===== src/rtl/sprite_pkg.sv =====
`default_nettype none
// +----------------------------------------------------------------------------+
// | sprite_pkg : shared direction encoding, keycodes and edge-mode constants    |
// | Revision   : 1.0                                                            |
// +----------------------------------------------------------------------------+
package sprite_pkg;

   // NONE is only ever held by the pending-key register
   typedef enum logic [2:0] {
      STOPPED = 3'd0,
      LEFT    = 3'd1,
      RIGHT   = 3'd2,
      UP      = 3'd3,
      DOWN    = 3'd4,
      NONE    = 3'd5
   } dir_e;

   localparam logic [7:0] KEY_A     = 8'h04;
   localparam logic [7:0] KEY_D     = 8'h07;
   localparam logic [7:0] KEY_S     = 8'h16;
   localparam logic [7:0] KEY_W     = 8'h1A;
   localparam logic [7:0] KEY_SPACE = 8'h2C;

   localparam int EDGE_BOUNCE = 0;
   localparam int EDGE_WRAP   = 1;
   localparam int EDGE_STOP   = 2;

   function automatic dir_e key_to_dir(input logic [7:0] key);
      case (key)
         KEY_A:     return LEFT;
         KEY_D:     return RIGHT;
         KEY_S:     return DOWN;
         KEY_W:     return UP;
         KEY_SPACE: return STOPPED;
         default:   return NONE;
      endcase
   endfunction

   function automatic dir_e reverse_dir(input dir_e d);
      case (d)
         LEFT:    return RIGHT;
         RIGHT:   return LEFT;
         UP:      return DOWN;
         DOWN:    return UP;
         default: return d;
      endcase
   endfunction

endpackage
`default_nettype wire


===== src/rtl/frame_tick_div.sv =====
`default_nettype none
// +----------------------------------------------------------------------------+
// | frame_tick_div : divides enabled frames by FRAME_DIV into a move tick       |
// | Revision       : 1.0                                                        |
// +----------------------------------------------------------------------------+
module frame_tick_div #(
   parameter int FRAME_DIV = 1
) (
   input  logic frame_clk,
   input  logic Reset,
   input  logic enable,
   output logic tick
);

   localparam int              c_cw   = (FRAME_DIV > 1) ? $clog2(FRAME_DIV) : 1;
   localparam logic [c_cw-1:0] c_last = c_cw'(FRAME_DIV - 1);

   logic [c_cw-1:0] r_count;

   assign tick = enable && (r_count == c_last);

   always_ff @(posedge frame_clk or posedge Reset) begin
      if (Reset) begin
         r_count <= '0;
      end else if (enable) begin
         r_count <= tick ? '0 : r_count + c_cw'(1);
      end
   end

endmodule
`default_nettype wire


===== src/rtl/sprite_motion.sv =====
`default_nettype none
// +----------------------------------------------------------------------------+
// | sprite_motion : keycode-driven per-frame sprite mover with edge handling    |
// | Option        : define SPRITE_ACCEL_EN for held-direction acceleration      |
// | Revision      : 1.0                                                         |
// +----------------------------------------------------------------------------+
module sprite_motion
   import sprite_pkg::*;
#(
   parameter int W         = 10,
   parameter int X_CENTER  = 320,
   parameter int Y_CENTER  = 240,
   parameter int X_MIN     = 0,
   parameter int X_MAX     = 639,
   parameter int Y_MIN     = 0,
   parameter int Y_MAX     = 479,
   parameter int SIZE      = 4,
   parameter int STEP      = 1,
   parameter int FRAME_DIV = 1,
   parameter int EDGE_MODE = 0,
   parameter int MAX_SPEED = 4
) (
   input  logic         frame_clk,
   input  logic         Reset,
   input  logic [7:0]   keycode,
   input  logic         enable,
   output logic [W-1:0] pos_x,
   output logic [W-1:0] pos_y,
   output logic [W-1:0] size,
   output logic [2:0]   dir,
   output logic         moving,
   output logic         edge_hit
);

   localparam logic signed [W+1:0] c_x_lo = (W+2)'(X_MIN + SIZE);
   localparam logic signed [W+1:0] c_x_hi = (W+2)'(X_MAX - SIZE);
   localparam logic signed [W+1:0] c_y_lo = (W+2)'(Y_MIN + SIZE);
   localparam logic signed [W+1:0] c_y_hi = (W+2)'(Y_MAX - SIZE);
   localparam logic [W+1:0]        c_step = (W+2)'(STEP);

   dir_e                r_dir, r_pending;
   logic [W-1:0]        r_pos_x, r_pos_y;
   logic                r_edge_hit;
   logic                w_tick;

   dir_e                w_key_dir, w_eff, w_new_dir;
   logic                w_on_x, w_neg, w_active, w_lo_hit, w_hi_hit, w_edge;
   logic signed [W+1:0] w_base, w_lo, w_hi, w_cand;
   logic [W+1:0]        w_speed;
   logic [W-1:0]        w_new_pos;

   frame_tick_div #(.FRAME_DIV(FRAME_DIV)) u_tick_div (
      .frame_clk (frame_clk),
      .Reset     (Reset),
      .enable    (enable),
      .tick      (w_tick)
   );

   // The key sampled this frame outranks the latched one, so a press moves immediately
   always_comb begin
      w_key_dir = key_to_dir(keycode);
      if (w_key_dir != NONE)      w_eff = w_key_dir;
      else if (r_pending != NONE) w_eff = r_pending;
      else                        w_eff = r_dir;

      w_active = (w_eff != STOPPED);
      w_on_x   = (w_eff == LEFT) || (w_eff == RIGHT);
      w_neg    = (w_eff == LEFT) || (w_eff == UP);
      w_base   = w_on_x ? $signed({2'b00, r_pos_x}) : $signed({2'b00, r_pos_y});
      w_lo     = w_on_x ? c_x_lo : c_y_lo;
      w_hi     = w_on_x ? c_x_hi : c_y_hi;
      w_cand   = w_neg ? (w_base - $signed(w_speed)) : (w_base + $signed(w_speed));
      w_lo_hit = w_active && (w_cand < w_lo);
      w_hi_hit = w_active && (w_cand > w_hi);
      w_edge   = w_lo_hit || w_hi_hit;

      w_new_pos = w_cand[W-1:0];
      w_new_dir = w_eff;
      if (w_edge) begin
         if (EDGE_MODE == EDGE_WRAP) w_new_pos = w_lo_hit ? w_hi[W-1:0] : w_lo[W-1:0];
         else                        w_new_pos = w_lo_hit ? w_lo[W-1:0] : w_hi[W-1:0];
         if (EDGE_MODE == EDGE_BOUNCE)    w_new_dir = reverse_dir(w_eff);
         else if (EDGE_MODE == EDGE_STOP) w_new_dir = STOPPED;
      end
   end

   always_ff @(posedge frame_clk or posedge Reset) begin
      if (Reset) begin
         r_pos_x    <= W'(X_CENTER);
         r_pos_y    <= W'(Y_CENTER);
         r_dir      <= STOPPED;
         r_pending  <= NONE;
         r_edge_hit <= 1'b0;
      end else begin
         r_edge_hit <= 1'b0;
         if (w_tick) begin
            r_pending  <= NONE;
            r_dir      <= w_new_dir;
            r_edge_hit <= w_edge;
            if (w_active && w_on_x)  r_pos_x <= w_new_pos;
            if (w_active && !w_on_x) r_pos_y <= w_new_pos;
         end else if (w_key_dir != NONE) begin
            r_pending <= w_key_dir;
         end
      end
   end

`ifdef SPRITE_ACCEL_EN
   localparam logic [W+1:0] c_speed_max = (W+2)'(MAX_SPEED * STEP);
   logic [W+1:0] r_speed, w_speed_up;

   // Holding the current direction (compared with dir after any reversal) speeds up
   assign w_speed_up = ((r_speed + c_step) > c_speed_max) ? c_speed_max : (r_speed + c_step);
   assign w_speed    = (w_eff == r_dir) ? w_speed_up : c_step;

   always_ff @(posedge frame_clk or posedge Reset) begin
      if (Reset) begin
         r_speed <= c_step;
      end else if (w_tick) begin
         r_speed <= (w_edge || !w_active) ? c_step : w_speed;
      end
   end
`else
   assign w_speed = c_step;
   // MAX_SPEED only shapes the accelerating build
   if (MAX_SPEED < 0) begin : g_max_speed_unused
   end
`endif

   assign pos_x    = r_pos_x;
   assign pos_y    = r_pos_y;
   assign size     = W'(SIZE);
   assign dir      = r_dir;
   assign moving   = (r_dir != STOPPED);
   assign edge_hit = r_edge_hit;

endmodule
`default_nettype wire

===== config.mk =====
export PLATFORM = sky130hd
export DESIGN_NAME = sprite_motion
export DESIGN_NICKNAME = d
export VERILOG_FILES = /design/src/rtl/sprite_pkg.sv /design/src/rtl/frame_tick_div.sv /design/src/rtl/sprite_motion.sv
export SDC_FILE = /design/constraint.sdc
export NUM_CORES = 1
export LEC_CHECK = 0
export CORE_MARGIN = 2
export CORE_UTILIZATION = 27
export DETAILED_ROUTE_END_ITERATION = 10
export GPL_TIMING_DRIVEN = 0
export PLACE_DENSITY = 0.56
export REMOVE_ABC_BUFFERS = 1
export SETUP_SLACK_MARGIN = 0.3
export SLEW_MARGIN = 20
export SYNTH_ARGS = -nofsm -noshare
export SYNTH_HDL_FRONTEND = slang
export SYNTH_SLANG_ARGS = --single-unit
export TNS_END_PERCENT = 1

===== constraint.sdc =====
create_clock -name frame_clk -period 5.4 [get_ports frame_clk]
set_clock_uncertainty 0.15 [all_clocks]
set_input_delay 1.08 -clock frame_clk [delete_from_list [all_inputs] [get_ports frame_clk]]
set_output_delay 1.08 -clock frame_clk [all_outputs]
set_load 0.05 [all_outputs]

==> summary.md, run 1 <==
| Metric | Value |
|---|---|
| Fin crit period | 5.50 ns |
| Die Height | 107 um |
| WL/cell | 19.0 um |
| Failing checks | negative setup slack |
| Period Utilization, post-route | 1.02 |
| HPWL Detailed | 6730 um |
| Hold Path Cell Cnt | 2 |
| Reg2reg end | dir[1]$_DFFE_PP0P_ |
| CTS Buf Count | 3 |
| MaxCap Viol Count | 0 |
| Synthesis Warnings | 0 |
| Htree depth | 1 |
| Port Buffers | 35 |
| RR Startpoint | r_pending[2]$_DFFE_PP1P_ |
| PnR worst setup slack | -0.0969 ns |
| Worst rel slew slack | 0.444 |
| Sw frac | 0.545 |
| Hold slack | 0.368 ns |
| Pre-antenna DRT Iters | 5 |
| Clock network power share | 0.064 |
| Sequential share of power | 0.163 |
| Total gr overflow | 0 |
| Most frequent cells in the layout | buf_4, nand2_1, clkdlybuf4s50_1 |
| Cell count after synthesis | 349 |
| Die area | 0.0115 mm2 |
| Chip Width | 107 um |
| Gate power share | 0.774 |
| Area of the mapped netlist | 0.00289 mm2 |
| Nets | 427 |
| # fillers | 1039 |
| Area Growth Syn to Fin | 39.2% |
| Max Root-Sink Buffers | 2 |
| Clock sink count | 28 |
| Core area | 0.0104 mm2 |
| P_sw | 1.45 mW |
| Share of cells above drive strength 1 | 0.325 |
| Overall Global Routing Usage | 0.176 |
| Register area share after synthesis | 0.246 |
| Pin count of the biggest net entering global routing | 29 |
| Max stage delay on crit path | 0.53 ns |
| Slowest CP cell | or4_4 |
| # DRC | 0 |
| Worst Hold Class | reg -> reg |
| Most frequent CP cell | buf_4 |
| HP Start | r_pending[0]$_DFFE_PP1P_ |
| Leakage Power | 1.57 nW |
| Design Power | 2.67 mW |
| Vias/cell | 5.80 |
| Unique masters post-synth | 83 |
| First-pass GRT wire length | 16200 um |
| Post-synth ARST share | 1.00 |
| Vias in the first global route | 3091 |
| Commonest non-fill, non-tap cell in the layout | buf_4 |
| Via count | 3162 |
| Worst Max-Slew Pin Slew | 0.831 ns |
| Reg clk slew, reported paths | 0.10 ns |
| Startpoint type of the worst setup path | input port |
| Worst VDD drop | 285 uV |
| Status | complete, but fails checks |
| R2r worst-path depth | 24 |
| Ant. Diodes | 0 |
| Initial DRC Count | 328 |
| I/O Pins | 46 |
| Synthesized flop and latch total | 28 |
| Syn avg cell area | 8.27 um2 |
| Total routed wirelength | 10300 um |
| Maximum fanout along the worst path | 11 |
| GPL Wtd Cong | 0.883 |
| Setup WS pre-CTS | -2.21 ns |
| Fin. Hold Viols | 0 |
| Crit Path Category | in -> reg |
| Max Clk Rate | 182 MHz |
| Clock Latency Late Sink | 0.28 ns |
| Max-slew violations | 0 |
| Initial antenna violation count | 0 |
| Internal power | 1.22 mW |
| ANT nets after route | 0 |
| Root Driver | clkbuf_8 |
| Dpl cells | 497 |
| Reg2Reg Setup Slack | 0.55 ns |
| Worst EP arrival | 5.53 ns |
| Finished Layout Cells | 545 |
| Row cnt | 37 |
| Ys flop type | dfrtp_1 |
| RSZ-0062 raised after global routing | yes |
| Element type at the critical path end | register |
| Initial core utilization | 0.278 |
| Number of synthesized flops with an enable pin | 0 |
| Hold Path Sink | r_pending[0]$_DFFE_PP1P_ |
| CTS tree | built |
| Final Setup Violations | 14 |
| Cells along the critical path | buf_2 -> and4bb_1 -> and4b_2 -> nor3_4 -> buf_4 -> a21oi_4 -> or4_4 -> a222oi_1 -> buf_4 -> nor3_2 -> nand2b_4 -> ha_1 -> a211o_1 -> o21ai_2 -> o41ai_4 -> buf_4 -> and2_4 -> buf_4 -> o31a_1 -> a31o_1 |
| Pwr Density | 665 mW/mm2 |
| CP required | 5.43 ns |
## synth_stat cells (all sizes together), types with 3 or more instances
cell type / count / share of area
a211o: 3 / 0.0091
a211oi: 5 / 0.013
a21oi: 8 / 0.015
a31o: 3 / 0.0091
a31oi: 12 / 0.031
and2: 5 / 0.011
and3: 5 / 0.013
buf: 19 / 0.049
clkbuf: 12 / 0.016
dfrtp: 20 / 0.17
dfstp: 8 / 0.073
ha: 6 / 0.026
inv: 9 / 0.012
mux2i: 9 / 0.037
nand2: 37 / 0.050
nand2b: 6 / 0.013
nand3: 19 / 0.033
nand4: 9 / 0.020
nor2: 23 / 0.030
nor2b: 5 / 0.011
nor3: 12 / 0.026
nor4: 8 / 0.017
o211ai: 11 / 0.030
o21a: 3 / 0.0078
o21ai: 19 / 0.033
o221ai: 6 / 0.018
o22ai: 3 / 0.0065
o31a: 3 / 0.0091
o31ai: 3 / 0.0095
o41ai: 3 / 0.012
or2: 3 / 0.0074
or3: 4 / 0.0087
xnor2: 6 / 0.018
xor2: 4 / 0.012
## power by group through the flow
stage	clock (mW)	combinational, mW	sequential (mW)
finish	0.170	2.07	0.434
global placement	0	1.53	0.434
CTS	0.174	1.92	0.431
global route	0.184	2.20	0.447
detailed placement	0	1.54	0.434
floorplan	0	0.884	0.633
## registers in the layout, summed over array words and instances (netlist names)
signal	count
pos_x	10
pos_y	10
dir	3
r_pending	3
edge_hit	1
u_tick_div.r_count	1
## timing repair
item                                   CTS  global route
hold buffers                             0             0
setup endpoints to repair               24            24
setup buffers                           36             7
gates cloned                             1             0
pin swaps                               25            14
resized for setup                       97            20
endpoints found under the hold margin    0             0
## metrics by stage
| stage | utilization | cell area [um2] | setup TNS, ns |
|---|---|---|---|
| finish | 0.387 | 4020 | -0.659 |
| global route | 0.387 | 4020 | -3.07 |
| CTS | 0.374 | 3880 | -0.170 |
| detailed placement | 0.313 | 3250 | -46.96 |
| global placement | 0.313 | 3250 | -47.23 |
| floorplan | - | 2730 | -7.96 |
## worst max path at each step
stage               startpoint                   end  depth (start not counted)
floorplan           keycode[3]  pos_x[6]$_DFFE_PP1P_                         21
global placement    keycode[3]  pos_x[6]$_DFFE_PP1P_                         22
detailed placement  keycode[3]  pos_x[6]$_DFFE_PP1P_                         22
CTS                 keycode[6]  pos_y[2]$_DFFE_PP0P_                         23
global route        keycode[5]  pos_y[4]$_DFFE_PP1P_                         20
finish              keycode[5]    dir[1]$_DFFE_PP0P_                         20
## routing by layer
layer | routed length (um) | share of wire | global-route usage
met1 | 4520 | 0.44 | 0.240
met2 | 4920 | 0.48 | 0.284
met4 | 222 | 0.021 | 0.0623
met5 | 0 | 0 | 0
met3 | 671 | 0.065 | 0.0248
## logic make-up (layout without fill, tap and decap cells)
| kind of cell | after synthesis | count (layout) | share of synthesized area |
|---|---|---|---|
| adder cells (fa/ha/maj) | 6 | 6 | 0.0260 |
| other | 2 | 10 | 0.00260 |
| buffers and inverters | 40 | 92 | 0.0763 |
| AO/OA/AOI/OAI | 104 | 104 | 0.289 |
| flip-flops | 28 | 28 | 0.246 |
| multiplexers | 10 | 10 | 0.0420 |
| XOR/XNOR | 10 | 10 | 0.0303 |
| AND/OR/NAND/NOR | 149 | 149 | 0.288 |
## layout make-up
cell class                      count  area [um2]  area share
Tap cell                          136         170      0.0424
Inverter                            9        36.3     0.00903
Clock buffer                        3        41.3      0.0103
Clock inverter                      1        30.0     0.00747
Sequential cell                    28         711       0.177
Multi-Input combinational cell    289        2290       0.570
Timing Repair Buffer               79         741       0.184
## worst max-delay path, delay by kind of cell
family / cells / cell delay, ns
fa+ha+maj: 1 / 0.32
compound gates: 7 / 1.51
simple gates: 7 / 1.78
buf+inv: 5 / 0.84
No activity file was read; power rests on OpenSTA's default activity.
==> run 2, diff against run 1 <==
--- a/config.mk
+++ b/config.mk
@@ -11,9 +11,8 @@
 export GPL_TIMING_DRIVEN = 0
 export PLACE_DENSITY = 0.56
 export REMOVE_ABC_BUFFERS = 1
-export SETUP_SLACK_MARGIN = 0.3
 export SLEW_MARGIN = 20
 export SYNTH_ARGS = -nofsm -noshare
 export SYNTH_HDL_FRONTEND = slang
 export SYNTH_SLANG_ARGS = --single-unit
-export TNS_END_PERCENT = 1
+export TNS_END_PERCENT = 30
==> summary.md, run 2 (synthesized netlist as in run 1, its figures left out) <==
| Metric | Value |
|---|---|
| Status | complete, but fails checks |
| Failing checks | negative setup slack |
| Most frequent cells in the layout | buf_4, nand2_1, clkdlybuf4s50_1 |
| Dpl cells | 497 |
| Htree depth | 1 |
| Pwr Density | 666 mW/mm2 |
| First-pass GRT wire length | 16400 um |
| Crit Path Category | in -> reg |
| Element type at the critical path end | register |
| Final Cell Area | 0.00404 mm2 |
| CTS tree | built |
| Port Buffers | 35 |
| Reg2reg end | pos_x[0]$_DFFE_PP0P_ |
| MaxCap Viol Count | 0 |
| Worst EP arrival | 5.57 ns |
| Startpoint type of the worst setup path | input port |
| Top layer in use | met4 |
| Reg clk slew, reported paths | 0.10 ns |
| Max Root-Sink Buffers | 2 |
| Hold Path Cell Cnt | 2 |
| Total routed wirelength | 10500 um |
| Ant. Diodes | 0 |
| I/O Pins | 46 |
| Post-DP Area | 0.00325 mm2 |
| Core area | 0.0104 mm2 |
| Row cnt | 37 |
| Vias/cell | 5.86 |
| Worst Hold Class | reg -> reg |
| Die area | 0.0115 mm2 |
| ANT nets after route | 0 |
| Finished Layout Cells | 547 |
| Reg2Reg Setup Slack | 0.51 ns |
| Worst Max-Slew Pin Slew | 0.786 ns |
| Total gr overflow | 0 |
| CP required | 5.43 ns |
| Max Clk Rate | 180 MHz |
| Clock sink count | 28 |
| Pre-antenna DRT Iters | 5 |
| Nets | 429 |
| WL/cell | 19.2 um |
| GPL Wtd Cong | 0.883 |
| Hold Path Sink | r_pending[0]$_DFFE_PP1P_ |
| Initial DRC Count | 315 |
| Die Height | 107 um |
| Fin. Hold Viols | 0 |
| Pin count of the biggest net entering global routing | 29 |
| Layout Utilization | 0.390 |
| Initial core utilization | 0.278 |
| Initial antenna violation count | 0 |
| Met2 wire length | 4960 um |
| Vias in the first global route | 3103 |
| Worst rel slew slack | 0.474 |
| Fin crit period | 5.54 ns |
| Root Driver | clkbuf_8 |
| RR Startpoint | r_pending[2]$_DFFE_PP1P_ |
| Design Power | 2.69 mW |
| Period Utilization, post-route | 1.03 |
| CTS Buf Count | 3 |
| HP Start | r_pending[0]$_DFFE_PP1P_ |
| Overall Global Routing Usage | 0.177 |
| Final Setup Violations | 20 |
| Leakage Power | 1.57 nW |
| Clock Latency Late Sink | 0.28 ns |
| WL met3 | 597 um |
| Chip Width | 107 um |
| # DRC | 0 |
| Max-slew violations | 0 |
| HPWL Detailed | 6730 um |
| # fillers | 1036 |
| Post-CTS Hold Fix Bufs | 0 |
| Fin Setup TNS | -1.22 ns |
| Commonest non-fill, non-tap cell in the layout | buf_4 |
| RSZ-0062 raised after global routing | yes |
| Wl on met1 | 4630 um |
| Area Growth Syn to Fin | 40.0% |
| Via count | 3203 |
| PnR worst setup slack | -0.142 ns |
| R2r worst-path depth | 24 |
| Share of cells above drive strength 1 | 0.326 |
| Worst VDD drop | 303 uV |
| Maximum fanout along the worst path | 11 |
run 2: stage by stage:
step / hold WS (ns) / setup slack [ns]
floorplan: 0.328 / -0.490
global placement: 0.345 / -2.22
detailed placement: 0.356 / -2.21
CTS: 0.373 / -0.0408
global route: 0.405 / -0.278
finish: 0.366 / -0.142
run 2: worst max path at each step:
stage,depth (start not counted),from,end
2_1_floorplan,21,keycode[3],pos_x[6]$_DFFE_PP1P_
3_3_place_gp,22,keycode[3],pos_x[6]$_DFFE_PP1P_
3_5_place_dp,22,keycode[3],pos_x[6]$_DFFE_PP1P_
4_1_cts,23,keycode[6],pos_y[2]$_DFFE_PP0P_
5_1_grt,26,keycode[3],pos_x[5]$_DFFE_PP0P_
6_report,20,keycode[5],pos_y[2]$_DFFE_PP0P_
run 2: timing repair:
| item | 4_1_cts | 5_1_grt |
|---|---|---|
| resized for setup | 90 | 29 |
| buffers inserted | 37 | 9 |
| cloned | 1 | 0 |
| setup endpoints to repair | 24 | 24 |
| pin swaps | 26 | 20 |
run 2: per-layer routing:
layer,vias up,global-route usage
met2,168,0.288
met4,0,0.0614
li1,1451,-
met3,33,0.0260
met1,1551,0.238
met5,-,0
run 2: report_power, final:
part,total [mW],internal [mW],switching (mW)
sequential,0.435,0.297,0.137
clock,0.171,0.0995,0.0717
combinational,2.09,0.829,1.26
total,2.69,1.23,1.47
run 2: cell type report:
class                           count  area, um2  area share
Clock buffer                        3       41.3      0.0102
Tap cell                          136        170      0.0421
Sequential cell                    28        711       0.176
Inverter                            9       36.3     0.00898
Clock inverter                      1       30.0     0.00743
Multi-Input combinational cell    289       2310       0.571
Timing Repair Buffer               81        744       0.184
run 2: critical path, stage by stage:
cell	delay, ns
buf_2	0.15
and4bb_1	0.27
and4b_2	0.28
nor3_4	0.30
buf_4	0.18
a21oi_4	0.11
or4_4	0.52
a222oi_1	0.32
buf_4	0.18
nor3_2	0.05
nand2b_4	0.18
ha_1	0.37
o21ai_2	0.07
nand2b_1	0.11
nand2_2	0.08
o41ai_4	0.49
and2_4	0.25
a31oi_4	0.13
buf_12	0.18
o221a_4	0.25
